### config.mk
export PLATFORM = sky130hd
export DESIGN_NAME = branch_predictor
export DESIGN_NICKNAME = d
export VERILOG_FILES = /design/src/rtl/branch_predictor.sv
export SDC_FILE = /design/constraint.sdc
export NUM_CORES = 1
export LEC_CHECK = 0
export ABC_CLOCK_PERIOD_IN_PS = 4900
export CORE_MARGIN = 2
export CORE_UTILIZATION = 55
export CTS_CLUSTER_SIZE = 10
export DETAILED_ROUTE_END_ITERATION = 12
export GPL_ROUTABILITY_DRIVEN = 0
export PLACE_DENSITY = 0.88
export SKIP_LAST_GASP = 1
export SLEW_MARGIN = 10
export SYNTH_ARGS = -nofsm -noshare
export SYNTH_HDL_FRONTEND = slang
export SYNTH_SLANG_ARGS = --single-unit
### constraint.sdc
create_clock -name clk -period 4.9 [get_ports clk]
set_input_delay 0.735 -clock clk [delete_from_list [all_inputs] [get_ports clk]]
set_output_delay 0.735 -clock clk [all_outputs]
set_load 0.03 [all_outputs]
### src/rtl/branch_predictor.sv
// Dynamic branch direction predictor: bimodal (GHR_BITS=0) or gshare saturating-counter table
// with same-cycle lookup, resolution-time training and saturating performance counters.
module branch_predictor #(
  parameter  int unsigned PC_WIDTH   = 32,
  parameter  int unsigned ENTRIES    = 64,
  parameter  int unsigned CNT_BITS   = 2,
  parameter  int unsigned GHR_BITS   = 0,
  parameter  int unsigned STAT_WIDTH = 32,
  localparam int unsigned IDX_BITS   = $clog2(ENTRIES)
) (
  input  logic                  clk,
  input  logic                  rst,
  input  logic                  pred_en,
  input  logic                  guess_valid,
  input  logic [PC_WIDTH-1:0]   guess_pc,
  output logic                  guess_taken,
  output logic [IDX_BITS-1:0]   guess_idx,
  input  logic                  upd_valid,
  input  logic [IDX_BITS-1:0]   upd_idx,
  input  logic                  upd_taken,
  input  logic                  upd_mispred,
  input  logic                  stat_clear,
  output logic [STAT_WIDTH-1:0] stat_lookups,
  output logic [STAT_WIDTH-1:0] stat_mispred
);

  localparam int unsigned           GHR_W     = (GHR_BITS > 0) ? GHR_BITS : 1;
  localparam logic [CNT_BITS-1:0]   CNT_MAX   = '1;
  localparam logic [CNT_BITS-1:0]   CNT_INIT  = CNT_BITS'((1 << (CNT_BITS - 1)) - 1);
  localparam logic [STAT_WIDTH-1:0] STAT_MAX  = '1;

  logic [CNT_BITS-1:0]   cnt_q [ENTRIES];
  logic [CNT_BITS-1:0]   cnt_d [ENTRIES];
  logic [GHR_W-1:0]      ghr_q, ghr_d;
  logic [STAT_WIDTH-1:0] lookups_q, lookups_d;
  logic [STAT_WIDTH-1:0] mispred_q, mispred_d;
  logic [IDX_BITS-1:0]   hist_idx;
  logic                  unused_pc;

  // Only the word-index bits of the PC select an entry; the rest alias freely.
  assign unused_pc = ^{guess_pc[PC_WIDTH-1:IDX_BITS+2], guess_pc[1:0]};

  // Lookup reads the registered table, so a same-cycle update is not yet visible.
  always_comb begin
    hist_idx = '0;
    if (GHR_BITS > 0) hist_idx = IDX_BITS'(ghr_q);
    guess_idx   = guess_pc[IDX_BITS+1:2] ^ hist_idx;
    guess_taken = pred_en & cnt_q[guess_idx][CNT_BITS-1];
  end

  always_comb begin
    cnt_d = cnt_q;
    ghr_d = ghr_q;
    if (upd_valid) begin
      if (upd_taken && (cnt_q[upd_idx] != CNT_MAX)) begin
        cnt_d[upd_idx] = cnt_q[upd_idx] + CNT_BITS'(1);
      end else if (!upd_taken && (cnt_q[upd_idx] != '0)) begin
        cnt_d[upd_idx] = cnt_q[upd_idx] - CNT_BITS'(1);
      end
      if (GHR_BITS > 0) ghr_d = GHR_W'({ghr_q, upd_taken});
    end
  end

  // Saturating statistics; a clear wins over a same-cycle increment.
  always_comb begin
    lookups_d = lookups_q;
    mispred_d = mispred_q;
    if (stat_clear) begin
      lookups_d = '0;
      mispred_d = '0;
    end else begin
      if (guess_valid && (lookups_q != STAT_MAX)) lookups_d = lookups_q + STAT_WIDTH'(1);
      if (upd_valid && upd_mispred && (mispred_q != STAT_MAX)) begin
        mispred_d = mispred_q + STAT_WIDTH'(1);
      end
    end
  end

  always_ff @(posedge clk or negedge rst) begin
    if (!rst) begin
      for (int i = 0; i < int'(ENTRIES); i++) cnt_q[i] <= CNT_INIT;
      ghr_q     <= '0;
      lookups_q <= '0;
      mispred_q <= '0;
    end else begin
      cnt_q     <= cnt_d;
      ghr_q     <= ghr_d;
      lookups_q <= lookups_d;
      mispred_q <= mispred_d;
    end
  end

  assign stat_lookups = lookups_q;
  assign stat_mispred = mispred_q;

endmodule
; After elaboration in Yosys (flattened, before gate mapping)
; Index checks and enable logic that the tools add are counted.
[word_totals]
in_bits = 46
reg_bits = 192
elab_cells = 107
out_inout_bits = 71
memories = 0
latchBits = 0
romBits = 0
ramBits = 0
[op_classes]
n_addsub = 4
mux = 16
n_shift = 0
div = 0
eq_ne = 3
n_reduce_logical = 12
n_lt_le_gt_ge = 3
multipliers = 0
bitwise = 3
[op_table]
columns = operator, count
row1 = $bwmux W128, 2
row2 = $mux W128, 2
row3 = $mux W32, 4
row4 = $add A32 B1 Y32 const B, 2
row5 = $ne A32 B32 Y1 const B, 2
row6 = $bmux W2 S6, 2
row7 = $ge A7 B7 Y1 const B, 2
row8 = $not A6 Y7, 2
row9 = $demux W2 S6, 1
row10 = $mux W2, 5
row11 = $reduce_bool A2 Y1, 4
row12 = $lt A7 B1 Y1 const B, 1
row13 = $logic_and A1 B1 Y1, 6
row14 = $add A2 B1 Y2 const B, 1
row15 = $ne A2 B2 Y1 const B, 1
row16 = $reduce_and A2 Y1, 1
row17 = $sub A2 B1 Y2 const B, 1
row18 = $and A1 B1 Y1, 1
row19 = $logic_not A1 Y1, 1

; Longest topological paths before layout
; Gate-level depths: netlist of run 1.
[logic_depth]
ltp_word = 8
mapped_depth = 15
depth_no_buf = 11

; Least setup slack after synthesis of run 1
; No wires, ideal clock.
[synth_path]
kind = input to register
startpoint = input port upd_idx[1]
endpoint = register cnt_q[25] (netlist name)
slack_ps = 949
t_arrival_ps = 3826
n_path_buf = 4
t_required_ps = 4775
setup_ps = 125
stages = 15
cell_sequence = buf_2 buf_2 buf_2 buf_2 mux4_2 nand2_1 a21oi_1 nor3_1 nand4_1 ha_1 mux2_2 nor3b_1 nand2_1 nor2_1 mux2_2
[synth_via]
elab_chain_cells = 8
elab_cells_between_ends = 21
cone_classes = add/sub: 2 / order compare: 2 / eq/ne: 1 / mux: 9 / bitwise: 1 / reduce/logical: 6
[synth_lines]
columns = item, line_no
row1 = from (decl), 19  ; input logic [IDX_BITS-1:0] upd_idx,
row2 = $not A6 Y7 (implied by the code) *, --
row3 = $bmux W2 S6 (tied with other cells), --
row4 = $mux W2 (implied by the code) / $logic_and A1 B1 Y1 (equally long branches), --
row5 = $mux W2 (on tied branches), --
row6 = $sub A2 B1 Y2 (tied with other cells), 58  ; cnt_d[upd_idx] = cnt_q[upd_idx] - CNT_BITS'(1);
row7 = $bwmux W128 (tied with other cells), 58
row8 = $mux W128 / $reduce_bool A2 Y1 (equally long branches), --
row9 = $mux W128 / $reduce_and A2 Y1 (equally long branches), --
row10 = to (signal assigned), 86  ; cnt_q <= cnt_d;
row11 = to (decl), 32  ; logic [CNT_BITS-1:0] cnt_q [ENTRIES];
; Mark *: on every way between the ends. The rest lies on a longest branch, timed or not. The select of a mux whose other input is x is not followed.
; A chain may end at the register's enable or synchronous reset.

; Worst setup path in the final report of run 1
[layout_path]
startpoint = input port upd_idx[0]
endpoint = register cnt_q[121] (netlist name)
; The elaborated chain is that of the path after synthesis.

==> results of run 1 <==
stage by stage:
step                      power, mW  worst slack (ns)  util [%]  area [um2]
after floorplan                2.37             0.949         -       10700
after global placement         2.57             0.152      61.5       11900
after detailed placement       2.61            0.0260      61.5       11900
after CTS                      3.98             0.376      64.5       12400
after global routing           4.13             0.101      64.5       12400
final                          3.97             0.208      64.5       12400
path summary, 6_finish.rpt:
check                                             end  cells after the start  slack [ns]       start
hold reg to reg                             cnt_q[41]                      1        0.53   cnt_q[41]
hold / removal                             cnt_q[117]                      1        0.46         rst
setup / recovery                           cnt_q[121]                     14        0.21  upd_idx[0]
min in group clk                            cnt_q[41]                      1        0.53   cnt_q[41]
max in group asynchronous  asynchronous set/reset pin                      2        3.24         rst
setup reg to reg                           cnt_q[121]                     11        0.92    register
Yosys cell counts (all sizes together) (3+ instances only):
cell type | number | area, um2
and4 | 6 | 52.6
nand3 | 34 | 170
inv | 8 | 30.0
or3 | 30 | 188
a31o | 4 | 35.0
nand2 | 54 | 203
xor2 | 4 | 35.0
a21oi | 50 | 250
clkbuf | 35 | 131
o21ai | 28 | 140
a221oi | 4 | 35.0
and2 | 3 | 18.8
xnor2 | 6 | 52.6
or4 | 22 | 169
mux2 | 156 | 1760
nand3b | 4 | 30.0
a211oi | 5 | 37.5
nor2b | 17 | 106
and3 | 11 | 68.8
ha | 4 | 50.1
buf | 31 | 193
a22oi | 8 | 60.1
a222oi | 3 | 30.0
nor2 | 100 | 375
nor4 | 11 | 105
o31ai | 19 | 143
nand4 | 21 | 138
mux4 | 28 | 631
a31oi | 9 | 56.3
dfrtp | 128 | 3200
nor4b | 5 | 58.8
nor3b | 3 | 22.5
dfstp | 64 | 1680
nor3 | 15 | 80.1
mux2i | 10 | 100
layer usage:
| metal | global-route usage, % | part of all wire, % |
|---|---|---|
| met1 | 36.2 | 41 |
| met3 | 6.40 | 8.7 |
| met5 | 0 | 0 |
| met2 | 43.4 | 47 |
| met4 | 10.8 | 2.9 |
cells by family (layout without fill, tap and decap cells):
group,count (synthesis),in the layout,share of synthesized area (%)
compound gates,153,153,9.34
simple gates,343,343,17.2
mux,194,194,23.3
xor+xnor,10,10,0.817
flops,192,192,45.6
fa+ha+maj,4,4,0.467
buf+inv,75,156,3.34
cell type report:
class                   count  area [um2]  share of cell area, %
multi-input cells         704        5490                   44.1
flip-flops and latches    192        4880                   39.3
repair buffers            115        1110                   8.97
clock buffers              24         502                   4.04
well taps                 265         332                   2.67
clock inverters             8        77.6                  0.624
inverters                   9        33.8                  0.272
power by group:
group / switching, mW / internal, mW
registers: 0.118 / 1.82
logic: 0.334 / 0.322
clock network: 0.609 / 0.769
==> results.md, run 1 <==
* Status: complete, no violations
* Post-synth ARST share at 100%
* Avg WL per Cell at 20.6 um
* Routed Antenna Nets at 0
* Area delta synth->final at 15.9%
* Most used DFF post-synth: dfrtp_1
* CTS buffer count at 17
* Most common cell after layout, fill and taps aside: mux2_2
* Critical path class: input pin to register
* Worst-path maximum fanout at 34
* Pwr/cell area at 320 nW/um2
* Post-CTS Hold Buffers at 0
* Most frequent cell on the critical path: mux2_2
* Peak VDD IR at 0.000237 V
* Initial core utilization at 55.6%
* Worst min-delay path class: input pin to asynchronous set/reset pin
* Initial DRC Count at 847
* Row cnt at 51
* Yosys reg bits at 192
* Ys Warns at 0
* Clock root cell: clkbuf_16
* Leakage at 4.88 nW
* # placed instances at 1285
* Total global-route track usage at 27.2%
* Final Non-Filler Cells at 1317
* Number of library cell types mapped by synthesis at 74
* Commonest non-fill, non-tap cells in the layout: mux2_2 (152), dfrtp_1 (128), nor2_1 (100), clkdlybuf4s50_1 (86), dfstp_2 (64)
* Postcts setup bufs at 0
* Die X at 144 um
* Grt total ovfl at 0
* Die Ht at 144 um
* IO Count at 117
* Synthesized Nets at 1021
* Core footprint at 19300 um2
* EDFF count, synth at 0
* Layout Nets at 1089
* CP Data Required Time at 5.22 ns
* Clock Sinks at 192
* # diodes at 0
* Worst-path clk slew at 0.07 ns
* Cells after Synth at 971
* Initial antenna violation count at 0
* CTS Buffer Depth at 2
* Fill cell count at 1452
* Mean Syn Cell Area at 11.0 um2
* First-pass GRT wire length at 43.9 mm
* Critical path cell sequence: clkdlybuf4s50_1, buf_12, nor2b_1, buf_4, a221oi_1, o21ai_0, a41oi_1, and4_1, ha_1, mux2_2, nor3b_1, nand2_1, nor2_1, mux2_2
* CTS tree: built
* Worst path bufs/invs at 3
* Max Freq at 213 MHz
* H-tree levels at 4
* Final hold viol count at 0
* Post_cts resized at 0
* Detailed-route via count at 8544
* CP Capture Type: register
* DRC at 0
* Final hold slack at 0.458 ns
* Hpwl dp at 17.9 mm
* Data arrival time of the worst path at 5.01 ns
* Part of the Yosys area used for sequential elements at 45.6%
* Cell Area, Synth at 10700 um2
* Final period util at 95.7%
* Worst skew pair latency at 0.44 ns
* Final Max Tran Viols at 0
* Tmin final at 4.69 ns
* Number of vias per cell at 6.49
* Vias in the first global route at 8510
* Clock skew at 0.00952 ns
* First-pass detailed-route iteration total at 6
* Critical-path top delay cell: nand2_1
* Setup violators final at 0
* Measured slew at the worst slew-check pin at 1.13 ns
* Startpoint Class: input pin
* DIE AREA at 20600 um2
* Max_slew headroom at 24.5%
* Largest net degree at the start of global routing at 139
* Layout cells sized above 1 at 30.7%
* TNS Setup at 0 ns
* Max Cap Viol at 0
* Delay-heaviest family, CP: simple AND/OR/NAND/NOR gates
* Buffers on Ports at 90
* Worst stage delay on the critical path at 0.51 ns
* Total Wirelength at 27.2 mm
* RSZ-0062 raised after global routing: false
Power figures use the tool's default switching activity.
==> run 2, diff against run 1 <==
--- a/config.mk
+++ b/config.mk
@@ -7,6 +7,5 @@
 export LEC_CHECK = 0
-export ABC_CLOCK_PERIOD_IN_PS = 4900
+export ABC_CLOCK_PERIOD_IN_PS = 4700
 export CORE_MARGIN = 2
 export CORE_UTILIZATION = 55
-export CTS_CLUSTER_SIZE = 10
 export DETAILED_ROUTE_END_ITERATION = 12
==> constraint.sdc (replaced) <==
create_clock -name clk -period 4.7 [get_ports clk]
set_input_delay 0.705 -clock clk [delete_from_list [all_inputs] [get_ports clk]]
set_output_delay 0.705 -clock clk [all_outputs]
set_load 0.1 [all_outputs]
==> run 2 against run 1 <==
  * Critical path depth stayed put
  * Largest cell class unchanged
  * Sequential cell count unchanged
  * Hold slack worse by 0.055 ns
  * Sequential share of layout area fell by 0.21 points
  * Core utilization rose by 0.35 points
  * Combinational power rose by 7.9%
  * Cell count increased by 0.15%
  * Non-clock buffer count grew 2
  * Sequential power grew 5%
  * First-iteration DRC count fell by 32%
  * Critical endpoint is now cnt_q[13]
  * Clock skew rose by 0.0017 ns
  * Die area did not move
==> results.md, run 2 (synthesis gave the netlist of run 1 again) <==
* Status: complete, no violations
* Routing usage on met3 at 6.43%
* Initial DRC Count at 579
* Post-CTS Hold Buffers at 0
* Setup WS post-layout at 0.0687 ns
* H-tree levels at 4
* Layout cells sized above 1 at 31.1%
* Initial core utilization at 55.6%
* Max_slew headroom at 25.0%
* Startpoint Class: input pin
* CTS tree: built
* Area delta synth->final at 16.6%
* Worst-path clk slew at 0.07 ns
* First-pass detailed-route iteration total at 5
* Final hold slack at 0.403 ns
* Data arrival time of the worst path at 4.94 ns
* RSZ-0062 raised after global routing: true
* Commonest non-fill, non-tap cells in the layout: mux2_2 (152), dfrtp_1 (128), nor2_1 (100), clkdlybuf4s50_1 (83), dfstp_2 (64)
* Most common cell after layout, fill and taps aside: mux2_2
* Row cnt at 51
* Grt total ovfl at 0
* NetSw at 1.15 mW
* Net Sw Frac at 27.0%
* Vias in the first global route at 8815
* Total global-route track usage at 27.6%
* Max Freq at 216 MHz
* CTS buffer count at 17
* Total internal power at 3.11 mW
* Worst skew pair latency at 0.44 ns
* Final Max Tran Viols at 0
* Post-place instance area at 11900 um2
* Setup violators final at 0
* Delay-heaviest family, CP: simple AND/OR/NAND/NOR gates
* Die X at 144 um
* CTS Buffer Depth at 2
* Comb power frac at 16.6%
* GRT Max-Usage Layer: met2
* Clock root cell: clkbuf_16
* Largest net degree at the start of global routing at 126
* Final hold viol count at 0
* Total Wirelength at 27.3 mm
* CP Capture Type: register
* Measured slew at the worst slew-check pin at 1.12 ns
* Routed Antenna Nets at 0
* Clock Sinks at 192
* Worst-path maximum fanout at 34
* Met2 Use GR at 44.4%
* Core Util, Final at 64.8%
* Max Cap Viol at 0
* Worst min-delay path class: input pin to asynchronous set/reset pin
* Worst path bufs/invs at 3
* Final period util at 98.5%
* Met1 Usage GRT at 35.6%
* Design area at 12500 um2
* Detailed-route via count at 8575
* Critical path class: input pin to register
* TNS Setup at 0 ns
* Hpwl dp at 18.0 mm
* Layout Nets at 1091
* Worst stage delay on the critical path at 0.47 ns
* # diodes at 0
* Clock skew at 0.0112 ns
* Initial antenna violation count at 0
* CP Data Required Time at 5.01 ns
* Pwr/cell area at 341 nW/um2
* Die Ht at 144 um
* Critical-path top delay cell: nand2_1
* Postcts setup bufs at 0
* Leakage at 4.91 nW
* Tmin final at 4.63 ns
* Critical path cell sequence: clkdlybuf4s50_1, buf_12, nor2b_1, buf_4, a222oi_1, a31oi_1, nor3_1, nand4_1, ha_1, mux2_2, nor3b_1, nand2_1, nor2_1, mux2_2
* IO Count at 117
* Buffers on Ports at 90
* Number of vias per cell at 6.50
* Pre-CTS setup slack at -0.161 ns
* Seq pwr share at 47.6%
* DIE AREA at 20600 um2
* Avg WL per Cell at 20.7 um
* DRC at 0
* Most frequent cell on the critical path: mux2_2
* Peak VDD IR at 0.000280 V
* Core footprint at 19300 um2
* First-pass GRT wire length at 44.8 mm
* Clock share of power at 35.7%
## run 2: cell types whose count changed in the layout (fill, tap and decap cells not counted), sizes merged
cell           previous run  this run
clkdlybuf4s50            86        83
bufinv                    1         3
clkbuf                   25        22
inv                       9        10
buf                      28        33
## run 2: timing repair
| item | 4_1_cts | 5_1_grt |
|---|---|---|
| endpoints found under the setup margin | 0 | 2 |
| hold endpoints to repair | 0 | 0 |
| gates resized for setup | 0 | 0 |
## run 2: power by group through the flow
stage	Combinational, mW	Clock, mW	Sequential (mW)
floorplan	0.489	0	2.02
global placement	0.671	0	2.03
detailed placement	0.699	0	2.05
CTS	0.703	1.53	2.02
global route	0.759	1.61	2.05
finish	0.708	1.52	2.03
## run 2: path summary, 6_finish.rpt
path,startpoint,endpoint,slack [ns],depth (start not counted)
setup / recovery,upd_idx[0],cnt_q[13],0.07,14
hold reg to reg,cnt_q[21],cnt_q[21],0.54,1
max in group asynchronous,rst,asynchronous set/reset pin,3.39,2
setup reg to reg,cnt_q[57],cnt_q[13],0.80,11
hold / removal,rst,cnt_q[27],0.40,1
min in group clk,cnt_q[21],cnt_q[21],0.54,1
## run 2: routing by layer
metal / wire (um) / share of wire (%)
met2: 13100 / 48
met1: 10800 / 39
met3: 2410 / 8.8
met4: 1010 / 3.7
met5: 0 / 0
## run 2: layout make-up
cell class                      count  area [um2]
Fill cell                        1486        6770
Multi-Input combinational cell    704        5490
Sequential cell                   192        4880
Timing Repair Buffer              117        1150
Clock buffer                       21         460
Tap cell                          265         332
Clock inverter                     11         154
Inverter                            9        33.8
## run 2: metrics by stage
step                      power (mW)  std cells
after global routing            4.42       1319
after floorplan                 2.51        971
final                           4.26       1319
after CTS                       4.26       1319
after detailed placement        2.75       1287
after global placement          2.70       1287
==> run 3, diff against run 2 <==
Settings changed: SETUP_SLACK_MARGIN set to 0.1.
==> results of run 3 <==
No change in the layout: final DEF, timing and power equal those of run 2.
==> patch 1: new RTL, flow settings as in run 2 <==
Set the parameter `CNT_BITS` to 3 (it was 2).
--- a/src/rtl/branch_predictor.sv
+++ b/src/rtl/branch_predictor.sv
@@ -4,5 +4,5 @@
   parameter  int unsigned PC_WIDTH   = 32,
   parameter  int unsigned ENTRIES    = 64,
-  parameter  int unsigned CNT_BITS   = 2,
+  parameter  int unsigned CNT_BITS   = 3,
   parameter  int unsigned GHR_BITS   = 0,
   parameter  int unsigned STAT_WIDTH = 32,
Function: not settled (the Yosys comparison gave no result); the edit may change what the design does.
==> patch 1 against run 2 <==
Wire length is 45% higher. Power up 45%. Sequential cell count is 64 higher. Die area up 33%. Area after synthesis grew 34%. Cell area rose by 39%. Critical path depth decreased by 1. Worst setup slack better by 0.077 ns. Largest cell class unchanged.
==> patch 1: results (changes against run 2) <==
- The run finished with clean final reports.
- The fraction of final layout cells with drive strength greater than 1 is 24.4% (-6.7 points).
- The overall fraction of global-route tracks in use is 29.3% (+1.7 points).
- The total instance count after detailed placement is 1780 (+38%).
- The wire length of the first global-routing pass came to 62.9 mm (+41%).
- The largest net degree at the start of global routing is 144 (+14%).
- The layout net count was 1526 (+40%).
- The count of non-CTS buffers in the layout is 215 (+84%).
- The clock tree buffer depth is 3 (+1).
- The number of cells produced by synthesis is 1329 (+37%).
- The share of cell area taken by multi-input logic gates came to 42.2% (-1.7 points).
- The synthesized-area fraction occupied by adder cells is 0.436% (-0.031 points).
- The register cell area after layout is 6570 um2 (+34%).
- The count of non-CTS inverters in the layout is 14 (+5).
- The clock net sink count came to 256 (+33%).
- The clock buffer instance count of the final layout was 38 (+81%).
- The arrival time reported for the critical path endpoint was 5.03 ns (+0.09 ns).
- The worst hold slack across all endpoints is 0.318 ns (-0.0846 ns).
- The relative max-transition margin is 23.4% (-1.6 points).
- The routed via count divided by cell count was 6.26 (-3.6%).
- The cell area reported after detailed placement is 16300 um2 (+38%).
- The largest driver fanout on the critical path is 32 (-5.9%).
- The total internal power is 4.46 mW (+44%).
- The worst-case setup slack after placement is -0.325 ns (-0.164 ns).
- The count of filler cells inserted in the layout is 1776 (+20%).
- The number of buffers inserted during clock tree synthesis is 28 (+11).
- The commonest cells after synthesis are 181 x mux2_1, 171 x nand2_1, 128 x dfrtp_1, 128 x dfstp_2, 118 x nor2_1.
- The multiplexer area fraction after synthesis was 25.0% (+1.8 points).
- The sequential share of power was 45.5% (-2.1 points).
- The total power came to 6.18 mW (+45%).
- The share of the synthesized area in compound gates (AO/OA/AOI/OAI) is 7.52% (-1.8 points).
- The final standard cell area without fillers is 17300 um2 (+39%).
- The number of global-route vias before repair is 11868 (+35%).
- The static leakage power is 7.44 nW (+52%).
- The clock latency at the later pin of the worst-skew pair is 0.56 ns (+0.12 ns).
- The post-synthesis xor/xnor area fraction was 2.50% (+1.7 points).
- The number of distinct library cells after synthesis is 63 (-15%).
- The reg-to-reg endpoint is cnt_q[49].
- The clock power share is 37.5% (+1.8 points).
- The startpoint identified for the worst register-to-register timing path is cnt_q[7].
==> patch 1: changes by cell type after synthesis, moves of 24 or more <==
cell,before,now
a22oi_1,8,52
nand2_1,54,171
clkbuf_1,35,59
dfstp_2,64,128
mux2_2,152,15
mux2_1,2,181
mux2i_1,10,82
==> patch 1: critical path, cell delays in order <==
cell and delay [ns]:
clkdlybuf4s50_1 0.57, nor3_2 0.85, buf_4 0.33, a221oi_1 0.10, and3_1 0.16, o21ai_0 0.39
nor4_1 0.15, ha_1 0.35, a311oi_1 0.23, or4b_1 0.43, and4_2 0.23, buf_12 0.17
mux2_1 0.33
==> patch 1: routing by layer <==
| metal | routed length [um] | GRT usage, % | vias to the layer above |
|---|---|---|---|
| li1 | - | - | 5075 |
| met1 | 15400 | 37.3 | 5658 |
| met2 | 18300 | 47.1 | 574 |
| met3 | 3700 | 6.69 | 170 |
| met4 | 2260 | 15.1 | 0 |
| met5 | 0 | 0 | - |
==> patch 2: new RTL, config.mk and constraints of run 2 <==
Without the edit above. Put a register stage on the output `guess_idx`, without a reset. The value now appears one clock later. The other outputs are not delayed to match.
--- a/src/rtl/branch_predictor.sv
+++ b/src/rtl/branch_predictor.sv
@@ -30,4 +30,6 @@
   localparam logic [STAT_WIDTH-1:0] STAT_MAX  = '1;
 
+  logic [IDX_BITS-1:0] guess_idx_d;
+
   logic [CNT_BITS-1:0]   cnt_q [ENTRIES];
   logic [CNT_BITS-1:0]   cnt_d [ENTRIES];
@@ -45,6 +47,6 @@
     hist_idx = '0;
     if (GHR_BITS > 0) hist_idx = IDX_BITS'(ghr_q);
-    guess_idx   = guess_pc[IDX_BITS+1:2] ^ hist_idx;
-    guess_taken = pred_en & cnt_q[guess_idx][CNT_BITS-1];
+    guess_idx_d = guess_pc[IDX_BITS+1:2] ^ hist_idx;
+    guess_taken = pred_en & cnt_q[guess_idx_d][CNT_BITS-1];
   end
 
@@ -94,3 +96,7 @@
   assign stat_mispred = mispred_q;
 
+  always_ff @(posedge clk) begin
+    guess_idx <= guess_idx_d;
+  end
+
 endmodule
Formal check against the unedited RTL: not equivalent (a bounded check fails within 4 cycles, from zero or initial values and one cycle with rst low).
==> patch 2 against run 2 <==
Area after synthesis increased by 1.1%. Utilization grew 0.90 points. Wire length grew 1.2%. Power up 2.3%. Sequential share of layout area grew 0.16 points. Worst setup slack improved by 0.17 ns. Cell area is 2.1% higher. Sequential cell count is 6 higher. Non-clock buffer count rose by 21. Critical path type unchanged. Critical endpoint is now cnt_q[103]. Largest power group unchanged.
==> patch 2: results (changes against run 2) <==
- The flow ran to the end, and the final reports show no timing, DRC or antenna violations.
- The overall fraction of global-route tracks in use came to 27.5% (-0.15 points).
- Counting instances in the post-synthesis netlist gives the leading cell types as 128 x dfrtp_1, 122 x mux2_2, 92 x nor2_1.
- The aggregate routed wire length is 27.6 mm (+1.2%).
- The worst IR drop on VDD was 0.258 mV (-7.8%).
- The worst setup slack for register-to-register paths is 0.77 ns (-0.03 ns).
- The number of distinct library cells after synthesis is 76 (+2.7%).
- The cell area reported after detailed placement is 12100 um2 (+2.2%).
- The count of filler cells inserted in the layout was 1440 (-3.1%).
- The total internal power is 3.15 mW (+1.4%).
- The wire length of the first global-routing pass is 44.9 mm (+0.29%).
- The number of global-route vias before repair is 8778 (-0.42%).
- The static leakage power is 4.98 nW (+1.4%).
- The arrival time reported for the critical path endpoint was 4.78 ns (-0.16 ns).
- The synthesized-area fraction occupied by adder cells came to 0.462% (-0.0049 points).
- The routed via count divided by cell count is 6.49 (-0.21%).
- The multiplexer area fraction after synthesis came to 19.7% (-3.6 points).
- The wire length per cell after detailed routing was 20.2 um (-2.5%).
- The share of the synthesized area in compound gates (AO/OA/AOI/OAI) came to 13.1% (+3.7 points).
- The largest driver fanout on the critical path was 15 (-56%).
- The met1 wire length is 11.0 mm (+2.0%).
- The wire length on met3 is 2.52 mm (+4.6%).
- The reg-to-reg endpoint is cnt_q[103].
- Leaving out fill and tap cells, the most frequent cell in the layout is dfrtp_1.
- The layout net count is 1141 (+4.6%).
- The reg-to-reg startpoint is cnt_q[87].
- The sequential element share of the synthesized area came to 46.2% (+0.63 points).
- The delay contributed by the slowest stage of the critical path is 0.51 ns (+0.04 ns).
- The routed length on met2 is 13.3 mm (+1.2%).
- The share of async-settable or async-resettable flops after synthesis was 97.0% (-3.0 points).
- In the post-synthesis netlist, the biggest area contributors are dfrtp_1 30%, dfstp_2 16%, mux2_2 13%.
- The fraction of final layout cells with drive strength greater than 1 is 28.3% (-2.9 points).
- The number of DRC violations after detailed-routing iteration 0 came to 726 (+25%).
- The post-synthesis xor/xnor area fraction is 0.808% (-0.0086 points).
- The utilization after layout is 65.7% (+0.90 points).
- The number of nets produced by synthesis was 1056 (+3.4%).
- The worst-case setup slack after placement is -0.0438 ns (+0.117 ns).
- The largest net degree at the start of global routing is 116 (-7.9%).
- The switching power as a share of total power is 27.7% (+0.69 points).
patch 2: cell count changes after synthesis, sizes merged, moves of 7 or more:
cell    change
o21ai      +34
mux2       -33
clkbuf     +15
o31ai      +15
nand2      -13
mux2i      +10
or4        -10
buf         -9
nor2        -8
a31oi       -7
patch 2: final cells by class:
type                    instances  area share [%]
multi-input cells             726            42.9
flip-flops and latches        198            39.2
repair buffers                138            10.1
clock buffers                  19            3.47
well taps                     265            2.60
clock inverters                13            1.34
inverters                      10           0.294
patch 2: worst max-delay path by stage:
stage	slack (ns)	endpoint	from
floorplan	0.64	cnt_q[127]	upd_idx[2]
global placement	0.01	cnt_q[57]	upd_idx[1]
detailed placement	-0.04	cnt_q[9]	upd_idx[1]
CTS	0.40	cnt_q[25]	upd_idx[1]
global route	0.10	cnt_q[105]	upd_idx[1]
finish	0.24	cnt_q[103]	upd_idx[0]
